<file path="src/rtl/ds_line_wr_ctrl_if.sv">
// Pixel-stream and FIFO write-port bundle for the downsample-path line write controller.
// The master side is the controller; the slave side is the downsampler plus FIFO environment.
interface ds_line_wr_ctrl_if #(
    parameter int unsigned WIDTH = 8
);
    logic             sof;
    logic             pix_valid;
    logic [WIDTH-1:0] pix_data;
    logic             pix_ready;
    logic             fifo_full;
    logic             fifo_wr_en;
    logic [WIDTH-1:0] fifo_wr_data;

    modport master (
        input  sof, pix_valid, pix_data, fifo_full,
        output pix_ready, fifo_wr_en, fifo_wr_data
    );

    modport slave (
        output sof, pix_valid, pix_data, fifo_full,
        input  pix_ready, fifo_wr_en, fifo_wr_data
    );
endinterface

</file>
<file path="src/rtl/ds_line_wr_ctrl.sv">
// Write-side sequencer for the downsample-path async line FIFO (wr_clk domain): writes one
// line at a time, tracks completed-but-unconsumed lines and holds off new lines at the limit.
module ds_line_wr_ctrl #(
    parameter int unsigned WIDTH       = 8,
    parameter int unsigned CW          = 11,
    parameter int unsigned MAX_PENDING = 4,
    parameter int unsigned PW          = 3
) (
    input  logic                 wr_clk,
    input  logic                 wr_rstn,
    input  logic                 start,
    input  logic                 abort,
    input  logic [CW-1:0]        width_new,
    input  logic [CW-1:0]        height_new,
    ds_line_wr_ctrl_if.master    bus,
    input  logic                 line_consumed,
    output logic                 line_done,
    output logic                 frame_done,
    output logic                 busy,
    output logic [PW-1:0]        pending,
    output logic                 err
);

    typedef enum logic [1:0] {
        S_IDLE,
        S_WAIT_SOF,
        S_LINE_WAIT,
        S_WRITE
    } state_t;

    localparam logic [PW:0] LP_MAX = (PW+1)'(MAX_PENDING);

    state_t           r_state;
    state_t           w_state_nxt;
    logic [CW-1:0]    r_width;
    logic [CW-1:0]    r_height;
    logic [CW-1:0]    r_pix_cnt;
    logic [CW-1:0]    r_line_cnt;
    logic [PW-1:0]    r_pending;
    logic             r_line_done;
    logic             r_frame_done;
    logic             r_err;

    logic             w_ready;
    logic             w_xfer;
    logic             w_sof_pix;
    logic             w_cfg_ok;
    logic             w_pix_end;
    logic             w_line_end;
    logic             w_last_pix;
    logic             w_first_pix;
    logic             w_inc;
    logic             w_dec;
    logic             w_sof_err;
    logic [PW:0]      w_pend_eff;
    logic [WIDTH-1:0] w_wr_data;

    assign w_sof_pix   = bus.pix_valid && bus.sof;
    assign w_cfg_ok    = (|width_new) && (|height_new);
    assign w_pix_end   = (r_pix_cnt == r_width - CW'(1));
    assign w_line_end  = (r_line_cnt == r_height - CW'(1));
    assign w_first_pix = (r_pix_cnt == '0) && (r_line_cnt == '0);
    // A line whose line_done is still in flight is counted before pending catches up.
    assign w_pend_eff  = {1'b0, r_pending} + (PW+1)'(r_line_done);

    always_comb begin
        w_state_nxt = r_state;
        w_ready     = 1'b0;
        case (r_state)
            S_IDLE: begin
                if (start && w_cfg_ok)
                    w_state_nxt = S_WAIT_SOF;
            end
            S_WAIT_SOF: begin
                w_ready = !w_sof_pix;
                if (w_sof_pix)
                    w_state_nxt = S_LINE_WAIT;
            end
            S_LINE_WAIT: begin
                if (w_pend_eff < LP_MAX)
                    w_state_nxt = S_WRITE;
            end
            S_WRITE: begin
                w_ready = !bus.fifo_full;
                if (w_last_pix)
                    w_state_nxt = w_line_end ? S_IDLE : S_LINE_WAIT;
            end
            default: w_state_nxt = S_IDLE;
        endcase
        if (abort)
            w_state_nxt = S_IDLE;
    end

    assign w_xfer     = (r_state == S_WRITE) && bus.pix_valid && w_ready && !abort;
    assign w_last_pix = w_xfer && w_pix_end;

    // The held sof pixel (pixel 0 of line 0) legitimately carries sof into LINE_WAIT/WRITE.
    assign w_sof_err  = ((r_state == S_LINE_WAIT) || (r_state == S_WRITE)) &&
                        w_sof_pix && !w_first_pix;
    assign w_inc      = r_line_done;
    assign w_dec      = line_consumed;

    always_ff @(posedge wr_clk or negedge wr_rstn) begin
        if (!wr_rstn) begin
            r_state      <= S_IDLE;
            r_width      <= '0;
            r_height     <= '0;
            r_pix_cnt    <= '0;
            r_line_cnt   <= '0;
            r_pending    <= '0;
            r_line_done  <= 1'b0;
            r_frame_done <= 1'b0;
            r_err        <= 1'b0;
        end else begin
            r_state      <= w_state_nxt;
            r_line_done  <= w_last_pix;
            r_frame_done <= w_last_pix && w_line_end;

            if (abort) begin
                r_pix_cnt  <= '0;
                r_line_cnt <= '0;
            end else if ((r_state == S_IDLE) && start && w_cfg_ok) begin
                r_width    <= width_new;
                r_height   <= height_new;
            end else if (w_xfer) begin
                if (w_pix_end) begin
                    r_pix_cnt  <= '0;
                    r_line_cnt <= w_line_end ? '0 : r_line_cnt + CW'(1);
                end else begin
                    r_pix_cnt  <= r_pix_cnt + CW'(1);
                end
            end

            if (w_inc && !w_dec)
                r_pending <= r_pending + PW'(1);
            else if (w_dec && !w_inc && (r_pending != '0))
                r_pending <= r_pending - PW'(1);

            if (((r_state == S_IDLE) && start && !abort && !w_cfg_ok) ||
                w_sof_err || (w_dec && !w_inc && (r_pending == '0)))
                r_err <= 1'b1;
        end
    end

    assign w_wr_data        = bus.pix_data;
    assign bus.pix_ready    = w_ready;
    assign bus.fifo_wr_en   = w_xfer;
    assign bus.fifo_wr_data = w_wr_data;
    assign line_done        = r_line_done;
    assign frame_done       = r_frame_done;
    assign busy             = (r_state != S_IDLE);
    assign pending          = r_pending;
    assign err              = r_err;

endmodule

</file>
<file path="src/flat_wrapper.sv">
// flat-port wrapper written by rule: the top's interface ports become plain ports
module ds_line_wr_ctrl_flat 
#(
    parameter int unsigned WIDTH       = 8,
    parameter int unsigned CW          = 11,
    parameter int unsigned MAX_PENDING = 4,
    parameter int unsigned PW          = 3
)
  (wr_clk, wr_rstn, start, abort, width_new, height_new, line_consumed, line_done, frame_done, busy, pending, err, bus_sof, bus_pix_valid, bus_pix_data, bus_fifo_full, bus_pix_ready, bus_fifo_wr_en, bus_fifo_wr_data);
  ds_line_wr_ctrl_if #(.WIDTH(WIDTH)) bus_i ();
  input  logic wr_clk;
  input  logic wr_rstn;
  input  logic start;
  input  logic abort;
  input  logic [CW-1:0] width_new;
  input  logic [CW-1:0] height_new;
  input  logic line_consumed;
  output logic line_done;
  output logic frame_done;
  output logic busy;
  output logic [PW-1:0] pending;
  output logic err;
  input wire logic [$bits(bus_i.sof)-1:0] bus_sof;
  input wire logic [$bits(bus_i.pix_valid)-1:0] bus_pix_valid;
  input wire logic [$bits(bus_i.pix_data)-1:0] bus_pix_data;
  input wire logic [$bits(bus_i.fifo_full)-1:0] bus_fifo_full;
  output wire logic [$bits(bus_i.pix_ready)-1:0] bus_pix_ready;
  output wire logic [$bits(bus_i.fifo_wr_en)-1:0] bus_fifo_wr_en;
  output wire logic [$bits(bus_i.fifo_wr_data)-1:0] bus_fifo_wr_data;
  assign bus_i.sof = bus_sof;
  assign bus_i.pix_valid = bus_pix_valid;
  assign bus_i.pix_data = bus_pix_data;
  assign bus_i.fifo_full = bus_fifo_full;
  assign bus_pix_ready = bus_i.pix_ready;
  assign bus_fifo_wr_en = bus_i.fifo_wr_en;
  assign bus_fifo_wr_data = bus_i.fifo_wr_data;
  ds_line_wr_ctrl #(.WIDTH(WIDTH), .CW(CW), .MAX_PENDING(MAX_PENDING), .PW(PW)) u_core (.wr_clk(wr_clk), .wr_rstn(wr_rstn), .start(start), .abort(abort), .width_new(width_new), .height_new(height_new), .bus(bus_i), .line_consumed(line_consumed), .line_done(line_done), .frame_done(frame_done), .busy(busy), .pending(pending), .err(err));
endmodule
</file>
<file path="config.mk">
export PLATFORM = sky130hd
export DESIGN_NAME = ds_line_wr_ctrl_flat
export DESIGN_NICKNAME = d
export VERILOG_FILES = /design/src/rtl/ds_line_wr_ctrl_if.sv /design/src/rtl/ds_line_wr_ctrl.sv /design/src/flat_wrapper.sv
export SDC_FILE = /design/constraint.sdc
export NUM_CORES = 1
export LEC_CHECK = 0
export BUFFER_PORTS_ARGS = -buffer_cell sky130_fd_sc_hd__buf_2
export CAP_MARGIN = 30
export CORE_AREA = 5 5 100 102
export DETAILED_ROUTE_END_ITERATION = 16
export DIE_AREA = 0 0 105 107
export GPL_TIMING_DRIVEN = 0
export PLACE_DENSITY = 0.56
export SKIP_LAST_GASP = 1
export SYNTH_ARGS = -nofsm -noshare
export SYNTH_HDL_FRONTEND = slang
export SYNTH_SLANG_ARGS = --single-unit
export TNS_END_PERCENT = 50
</file>
<file path="constraint.sdc">
create_clock -name wr_clk -period 3.2 [get_ports wr_clk]
set_input_delay 0 -clock wr_clk [delete_from_list [all_inputs] [get_ports wr_clk]]
set_output_delay 0 -clock wr_clk [all_outputs]
set_load 0.005 [all_outputs]
</file>
==> impl_results.md, run 1 <==
- Status: complete, no violations
- Area of the core: 9021 sq um
- Largest net degree at the start of global routing: 29
- Slowest CP cell: or4_4
- Cell variety after synth: 58
- YS warnings: 0
- Critical path capture point type: flip-flop
- Post-route setup TNS: 0 ns
- GR Util All Layers: between 15 and 20%
- H-Tree Depth: 2
- Lkg Pwr: 1.836 nW
- Most used DFF post-synth: dfrtp_1
- Post-synthesis sequential area ratio: 37.28%
- EDFF count, synth: 0
- Hold Vio Cnt, Final: 0
- Clock skew: 0.01093 ns
- Max Fanout on Critical Path: 10
- Antenna fix cells: 0
- Placed cell count: around 540
- Minimum clock period: between 2 and 3 ns
- CTS root buffer: clkbuf_8
- GRT busiest layer: met2
- Power Total: 1.854 mW
- Antenna Nets Post-Route: 0
- Final #Nets: roughly 510
- Met2 Track Usage GR: 26.48%
- Clk_lat worst skew: 0.31 ns
- Startpoint class of the critical path: flip-flop
- Non-Filler Instances: around 570
- Die area: 11240 sq um
- Io pins: 55
- Worst-path cell chain: inv_1, ha_1, nor4b_2, nand3_1, mux2i_1, a31oi_1, or4_4, buf_6, a22o_1, a22o_1
- Number of max-cap violations: 0
- WS Path Type: flip-flop to flip-flop
- Initial antenna violation count: 0
- P&R area growth vs syn: 21.58%
- CP max stage delay: 0.56 ns
- Max-slew violation count: 0
- Total grt overflow: 0
- Met1 GRT Util: around 22%
- Worst EP required: 3.41 ns
- Max_slew headroom: between 40% and 50%
- Worst slew pin tran: ~0.81 ns
- Row cnt: 35
- Hold_ws: 0.03327 ns
- Placed cell area: 3880 sq um
- Met3 Resource Use GR: 2.950%
- Inserted Clock Buffers: 5
- Layout cells sized above 1: 21.17%
- Pwr per Cell Area: 436.9 nW/um^2
- Detailed router's first-iteration violation count: 120
- Final setup violating endpoints: 0
- Post-synthesis area per instance: 9.114 sq um
- Vias per inst: approximately 5.5
- Cell area after synthesis: 3491 sq um
- Syn Nets: 428
- RSZ-0062 raised after global routing: false
- Vias in the first global route: between 3000 and 4000
- Residual DRC count: 0
- Clock net sink count: 52
- Max Freq: roughly 340 MHz
- Final Cell Area: ~4200 sq um
- #FFs+latches synth: 52
- Mapped Cells: 383
- First-pass GRT wire length: 15.07 mm
- RePlAce Congestion: 0.8225
- CTS tree: done
- Die width: about 110 um
- Avg WL per Cell: ~15 um
- Initial DRT Pass Iterations: 4
- Async S/R FF share, synth: 100.0%
- Hold crit path type: primary input to flip-flop
- Total wire length: 8.856 mm
- Filler instances: 887
- I/O Buffers: 46
- Final HPWL DP: 6.598 mm
- Die height: 107 um
- Worst-path clk slew: 0.10 ns
- Max Root-Sink Buffers: 2
- Overall via count from detail_route: 3152
- VDD IR-drop max: approximately 0.00022 V
- CP most frequent cell: a22o_1
- CP arrival: 3.18 ns
- Initial Util: 38.70%
- Final Cycle Share: 93.05%
==> layer usage <==
layer / routed length [um] / vias up
met2: 4111 / 77
met4: 85 / 0
met3: 503 / 7
met5: 0 / -
li1: - / 1537
met1: 4154 / 1531
==> state kept, by name, indices dropped and copies added (netlist names) <==
| signal | flops |
|---|---|
| u_core.r_line_cnt | 11 |
| u_core.r_state | 2 |
| u_core.r_pix_cnt | 11 |
| u_core.line_done | 1 |
| u_core.err | 1 |
| u_core.pending | 3 |
| u_core.r_height | 11 |
| u_core.r_width | 11 |
| u_core.frame_done | 1 |
==> cells by family after synthesis <==
kind of cell	Yosys count	synth area share, %
multiplexers	25	7.993
adder cells (fa/ha/maj)	7	2.724
AO/OA/AOI/OAI	62	13.23
XOR/XNOR	31	7.778
buffers and inverters	52	6.738
AND/OR/NAND/NOR	154	24.27
flip-flops	52	37.28
==> where the power goes <==
group / switching [mW] / internal (mW)
Combinational: 0.292 / 0.297
Clock: 0.227 / 0.176
Sequential: 0.122 / 0.741
Total: 0.640 / 1.21
==> synth_stat cells (2+ instances only) <==
library cell | count | share of area (%)
a21boi_0 | 2 | 0.43
a21oi_1 | 6 | 0.86
a221oi_1 | 2 | 0.50
a22o_1 | 18 | 4.5
a311oi_1 | 2 | 0.50
a31oi_1 | 4 | 0.72
and3_1 | 3 | 0.54
and4b_1 | 4 | 1.1
buf_1 | 2 | 0.22
buf_2 | 2 | 0.29
buf_4 | 8 | 1.7
clkbuf_1 | 19 | 2.0
dfrtp_1 | 52 | 37
ha_1 | 6 | 2.2
inv_1 | 20 | 2.2
mux2_2 | 23 | 7.4
mux2i_1 | 2 | 0.57
nand2_1 | 26 | 2.8
nand2b_1 | 3 | 0.54
nand3_1 | 19 | 2.7
nand3b_1 | 2 | 0.43
nand4_1 | 10 | 1.8
nand4b_1 | 3 | 0.75
nor2_1 | 37 | 4.0
nor2b_1 | 3 | 0.54
nor3_1 | 12 | 1.7
nor3b_1 | 3 | 0.65
nor4_1 | 10 | 1.8
nor4b_1 | 5 | 1.3
o2111ai_1 | 2 | 0.50
o211a_1 | 2 | 0.57
o211ai_1 | 3 | 0.65
o21ai_0 | 9 | 1.3
o22ai_1 | 2 | 0.36
o31ai_1 | 2 | 0.43
or3_1 | 2 | 0.36
or4_1 | 2 | 0.43
or4_4 | 2 | 0.65
xnor2_1 | 15 | 3.8
xor2_1 | 16 | 4.0
==> path summary, 6_finish.rpt <==
| path | from | end | slack, ns | cells after the start |
|---|---|---|---|---|
| setup / recovery | u_core.r_width[0] | u_core.r_line_cnt[5] | 0.22 | 10 |
| max in group asynchronous | wr_rstn | u_core.r_pix_cnt[10] | 2.39 | 3 |
| setup reg to reg | u_core.r_width[0] | u_core.r_line_cnt[5] | 0.22 | 10 |
| min in group asynchronous | wr_rstn | u_core.r_width[8] | 0.24 | 2 |
| hold / removal | line_consumed | u_core.pending[0] | 0.03 | 4 |
| hold reg to reg | u_core.err | u_core.err | 0.48 | 2 |
==> cell usage in the layout (no fill, tap or decap), types with 3 or more instances in the layout <==
| master | count |
|---|---|
| o21ai_0 | 9 |
| nand4_1 | 10 |
| nor4b_1 | 4 |
| nor2b_1 | 3 |
| o211ai_1 | 3 |
| and3_1 | 3 |
| nand2_1 | 26 |
| buf_4 | 8 |
| nor3b_1 | 3 |
| dlygate4sd3_1 | 25 |
| clkbuf_1 | 20 |
| nor2_1 | 37 |
| xnor2_1 | 15 |
| nor3_1 | 12 |
| clkbuf_8 | 6 |
| nor4_1 | 10 |
| mux2_2 | 23 |
| dfrtp_1 | 52 |
| a22o_1 | 18 |
| xor2_1 | 16 |
| inv_1 | 20 |
| nand3_1 | 19 |
| and4b_1 | 4 |
| nand4b_1 | 3 |
| a31oi_1 | 3 |
| buf_2 | 48 |
| ha_1 | 6 |
| nand2b_1 | 3 |
| a21oi_1 | 6 |
==> through the flow <==
step           util (%)  worst slack (ns)
5_1_grt           47.05          0.003101
2_1_floorplan         -            0.5838
3_5_place_dp      43.01          0.008745
4_1_cts           46.89            0.1121
3_3_place_gp      42.79           0.08328
6_report          47.05            0.2224
==> worst max-delay path: cells and delay by family (launching register included) <==
kind            cells  cell delay [ns]
simple gates        3             1.18
fa+ha+maj           1             0.20
mux                 1             0.16
buf+inv             2             0.26
flops               1             0.45
compound gates      3             0.62
==> layout make-up <==
class | count | area (sq um) | area share (%)
Sequential cell | 52 | 1301 | 30.66
Clock buffer | 7 | 86.33 | 2.034
Timing Repair Buffer | 72 | 500.5 | 11.79
Tap cell | 111 | 138.9 | 3.272
Multi-Input combinational cell | 279 | 1974 | 46.52
Clock inverter | 1 | 7.507 | 0.1769
Inverter | 20 | 75.07 | 1.769
Buffer | 32 | 160.2 | 3.774
==> timing repair <==
| item | CTS | global route |
|---|---|---|
| setup endpoints to repair | 4 | 30 |
| hold buffers | 25 | 0 |
| hold endpoints to repair | 47 | 0 |
| pin swaps | 0 | 0 |
| resized for setup | 1 | 2 |
| setup buffers | 0 | 0 |
No activity file was read; power rests on OpenSTA's default activity.
==> run 2: changes to the inputs <==
--- a/config.mk
+++ b/config.mk
@@ -10,8 +10,8 @@
 export CORE_AREA = 5 5 100 102
 export DETAILED_ROUTE_END_ITERATION = 16
 export DIE_AREA = 0 0 105 107
-export GPL_TIMING_DRIVEN = 0
 export PLACE_DENSITY = 0.56
+export SETUP_SLACK_MARGIN = 0.02
 export SKIP_LAST_GASP = 1
 export SYNTH_ARGS = -nofsm -noshare
 export SYNTH_HDL_FRONTEND = slang
==> run 2 against run 1 <==
First-iteration DRC count down 10%. Combinational power down 6.5%. Clock power down 9.9%. Core utilization down 2.2 points. Fmax up 5.2%.
==> impl_results.md, run 2 (synthesis gave the netlist of run 1 again) <==
- Final Cycle Share: 88.45% (-4.6 points)
- Crit path buf inv count: 0 (-2)
- Number of max-cap violations: 0 (unchanged)
- Worst slew pin tran: 0.8614 ns (+0.05575 ns)
- WP depth: 7 (-3)
- Clk_lat worst skew: 0.31 ns (about the same)
- Max Fanout on Critical Path: 12 (+2)
- WS Path Type: flip-flop to flip-flop
- Initial Util: 38.70% (unchanged)
- Clock net sink count: 52 (unchanged)
- Area of the core: 9021 sq um (unchanged)
- CP most frequent cell: or4_4
- Hold crit path type: primary input to output port
- Post-place setup slack: 0.3249 ns (+0.3162 ns)
- Hold_ws: 0.000002245 ns (-0.03327 ns)
- Vias in the first global route: 2937 (-4.3%)
- CP arrival: 3.07 ns (-0.11 ns)
- Final setup violating endpoints: 0 (unchanged)
- Non-Filler Instances: 538 (-6.3%)
- Lkg Pwr: 1.739 nW (-5.3%)
- Critical Path End: u_core.r_line_cnt[1]
- Die height: 107 um (unchanged)
- Pwr per Cell Area: 446.2 nW/um^2 (+2.1%)
- Commonest cells after routing, fill and taps aside: dfrtp_1 (52), buf_2 (38), nor2_1 (37)
- CTS tree: done
- R2r setup slk: 0.37 ns (+0.15 ns)
- Worst-case reg-to-reg path depth: 7 (-3)
- H-Tree Depth: 2 (unchanged)
- Status: complete, no violations
- I/O Buffers: 38 (-17%)
- Total wire length: 8.604 mm (-2.8%)
- Io pins: 55 (unchanged)
- Clock skew: 0.007535 ns (-0.003396 ns)
- Worst-path clk slew: 0.09 ns (about the same)
- Antenna fix cells: 0 (unchanged)
- Slack of the critical path: 0.3695 ns (+0.1471 ns)
- Initial antenna violation count: 0 (unchanged)
- CP max stage delay: 0.57 ns (about the same)
- Die area: 11240 sq um (unchanged)
- VDD IR-drop max: 0.0001846 V (-16%)
- Max-slew violation count: 0 (unchanged)
- Avg WL per Cell: 15.99 um (+3.7%)
- Row cnt: 35 (unchanged)
- Slowest CP cell: or4_4
- First-pass GRT wire length: 14.54 mm (-3.5%)
- Antenna Nets Post-Route: 0 (unchanged)
- Placed cell area: 3705 sq um (-4.5%)
- Post-route setup TNS: 0 ns (unchanged)
- Critical path's top delay family: simple AND/OR/NAND/NOR gates
- Inserted Clock Buffers: 5 (unchanged)
- Final Cell Area: 4045 sq um (-4.7%)
- Startpoint class of the critical path: flip-flop
- Detailed router's first-iteration violation count: 108 (-10%)
- RSZ-0062 raised after global routing: false
- R2R Path End: u_core.r_line_cnt[1]
- Placed cell count: 506 (-6.5%)
- RePlAce Congestion: 0.8489 (+3.2%)
- Final HPWL DP: 6.330 mm (-4.1%)
- Max Freq: 353.3 MHz (+5.2%)
- Initial DRT Pass Iterations: 4 (unchanged)
- CTS root buffer: clkbuf_8
- Layout cells sized above 1: 18.97% (-2.2 points)
- Vias per inst: 5.520 (+0.53%)
- Max Root-Sink Buffers: 2 (unchanged)
- Minimum clock period: 2.830 ns (-0.1471 ns)
- Worst-path cell chain: or3_1, or4_4, a21oi_2, nor2_1, or4_4, nand2_1, mux2i_1
- Power Total: 1.805 mW (-2.6%)
- Worst EP required: 3.44 ns (+0.03 ns)
- P&R area growth vs syn: 15.88%
- Util after Layout: 44.84% (-2.2 points)
- Total grt overflow: 0 (unchanged)
- Die width: 105 um (unchanged)
- Overall via count from detail_route: 2970 (-5.8%)
- GR Util All Layers: 15.65% (-0.58 points)
- Residual DRC count: 0 (unchanged)
- Critical path capture point type: flip-flop
- Filler instances: 866 (-2.4%)
- Worst Setup SP: u_core.r_width[2]
- Hold Vio Cnt, Final: 0 (unchanged)
- Max_slew headroom: 41.82% (-4.0 points)
- Most common cell after layout, fill and taps aside: dfrtp_1
- R2r startpoint: u_core.r_width[2]
- Largest net degree at the start of global routing: 32 (+10%)
- Final #Nets: 472 (-6.9%)
[run 2: changes by cell type in the layout (fill, tap and decap cells not counted), moves of 2 or more]
cell / change
buf_4: -2
clkbuf_1: -20
nor4b_2: -2
buf_1: -2
buf_2: -10
[run 2: power by group]
group | switching, mW | internal, mW
registers | 0.150 | 0.741
clock network | 0.215 | 0.149
logic | 0.262 | 0.289
[run 2: worst min-delay path by stage]
stage                          from             endpoint  slack (ns)  depth (start not counted)
CTS                 bus_pix_data[2]  bus_fifo_wr_data[2]     0.00006                          0
finish              bus_pix_data[2]  bus_fifo_wr_data[2]    0.000002                          0
global route        bus_pix_data[6]  bus_fifo_wr_data[6]    0.000008                          0
global placement            wr_rstn    u_core.r_width[3]      -0.009                          1
floorplan                   wr_rstn           u_core.err       -0.30                          0
detailed placement          wr_rstn    u_core.r_width[3]       -0.01                          1
[run 2: per-layer routing]
layer / part of all wire (%) / routed length [um] / GRT usage (%)
met1: 47 / 4062 / 21.61
met2: 46 / 3956 / 24.91
met3: 5.3 / 455 / 2.950
met4: 1.5 / 130 / 4.658
met5: 0 / 0 / 0
[run 2: layout make-up]
type / instances / area, sq um / share of cell area, %
clock buffer: 5 / 68.82 / 1.701
clock inverter: 2 / 12.51 / 0.3093
inverter: 20 / 75.07 / 1.856
multi-input combinational: 279 / 1963 / 48.53
sequential: 52 / 1301 / 32.17
tap: 111 / 138.9 / 3.433
timing repair buffer: 69 / 485.5 / 12.00
[run 2: repair_timing]
| item | in CTS | in global routing |
|---|---|---|
| hold endpoints to repair | 44 | 0 |
| hold buffers | 25 | 0 |
| setup endpoints to repair | 0 | 2 |
| resized for setup | 0 | 1 |
| setup buffers | 0 | 0 |
[run 2: worst reg2reg max path, delay by kind of cell (launching register included)]
kind	cells	cell delay, ns
and+or+nand+nor	5	1.89
muxes	1	0.23
DFF	1	0.49
AOI/OAI and AO/OA	1	0.16
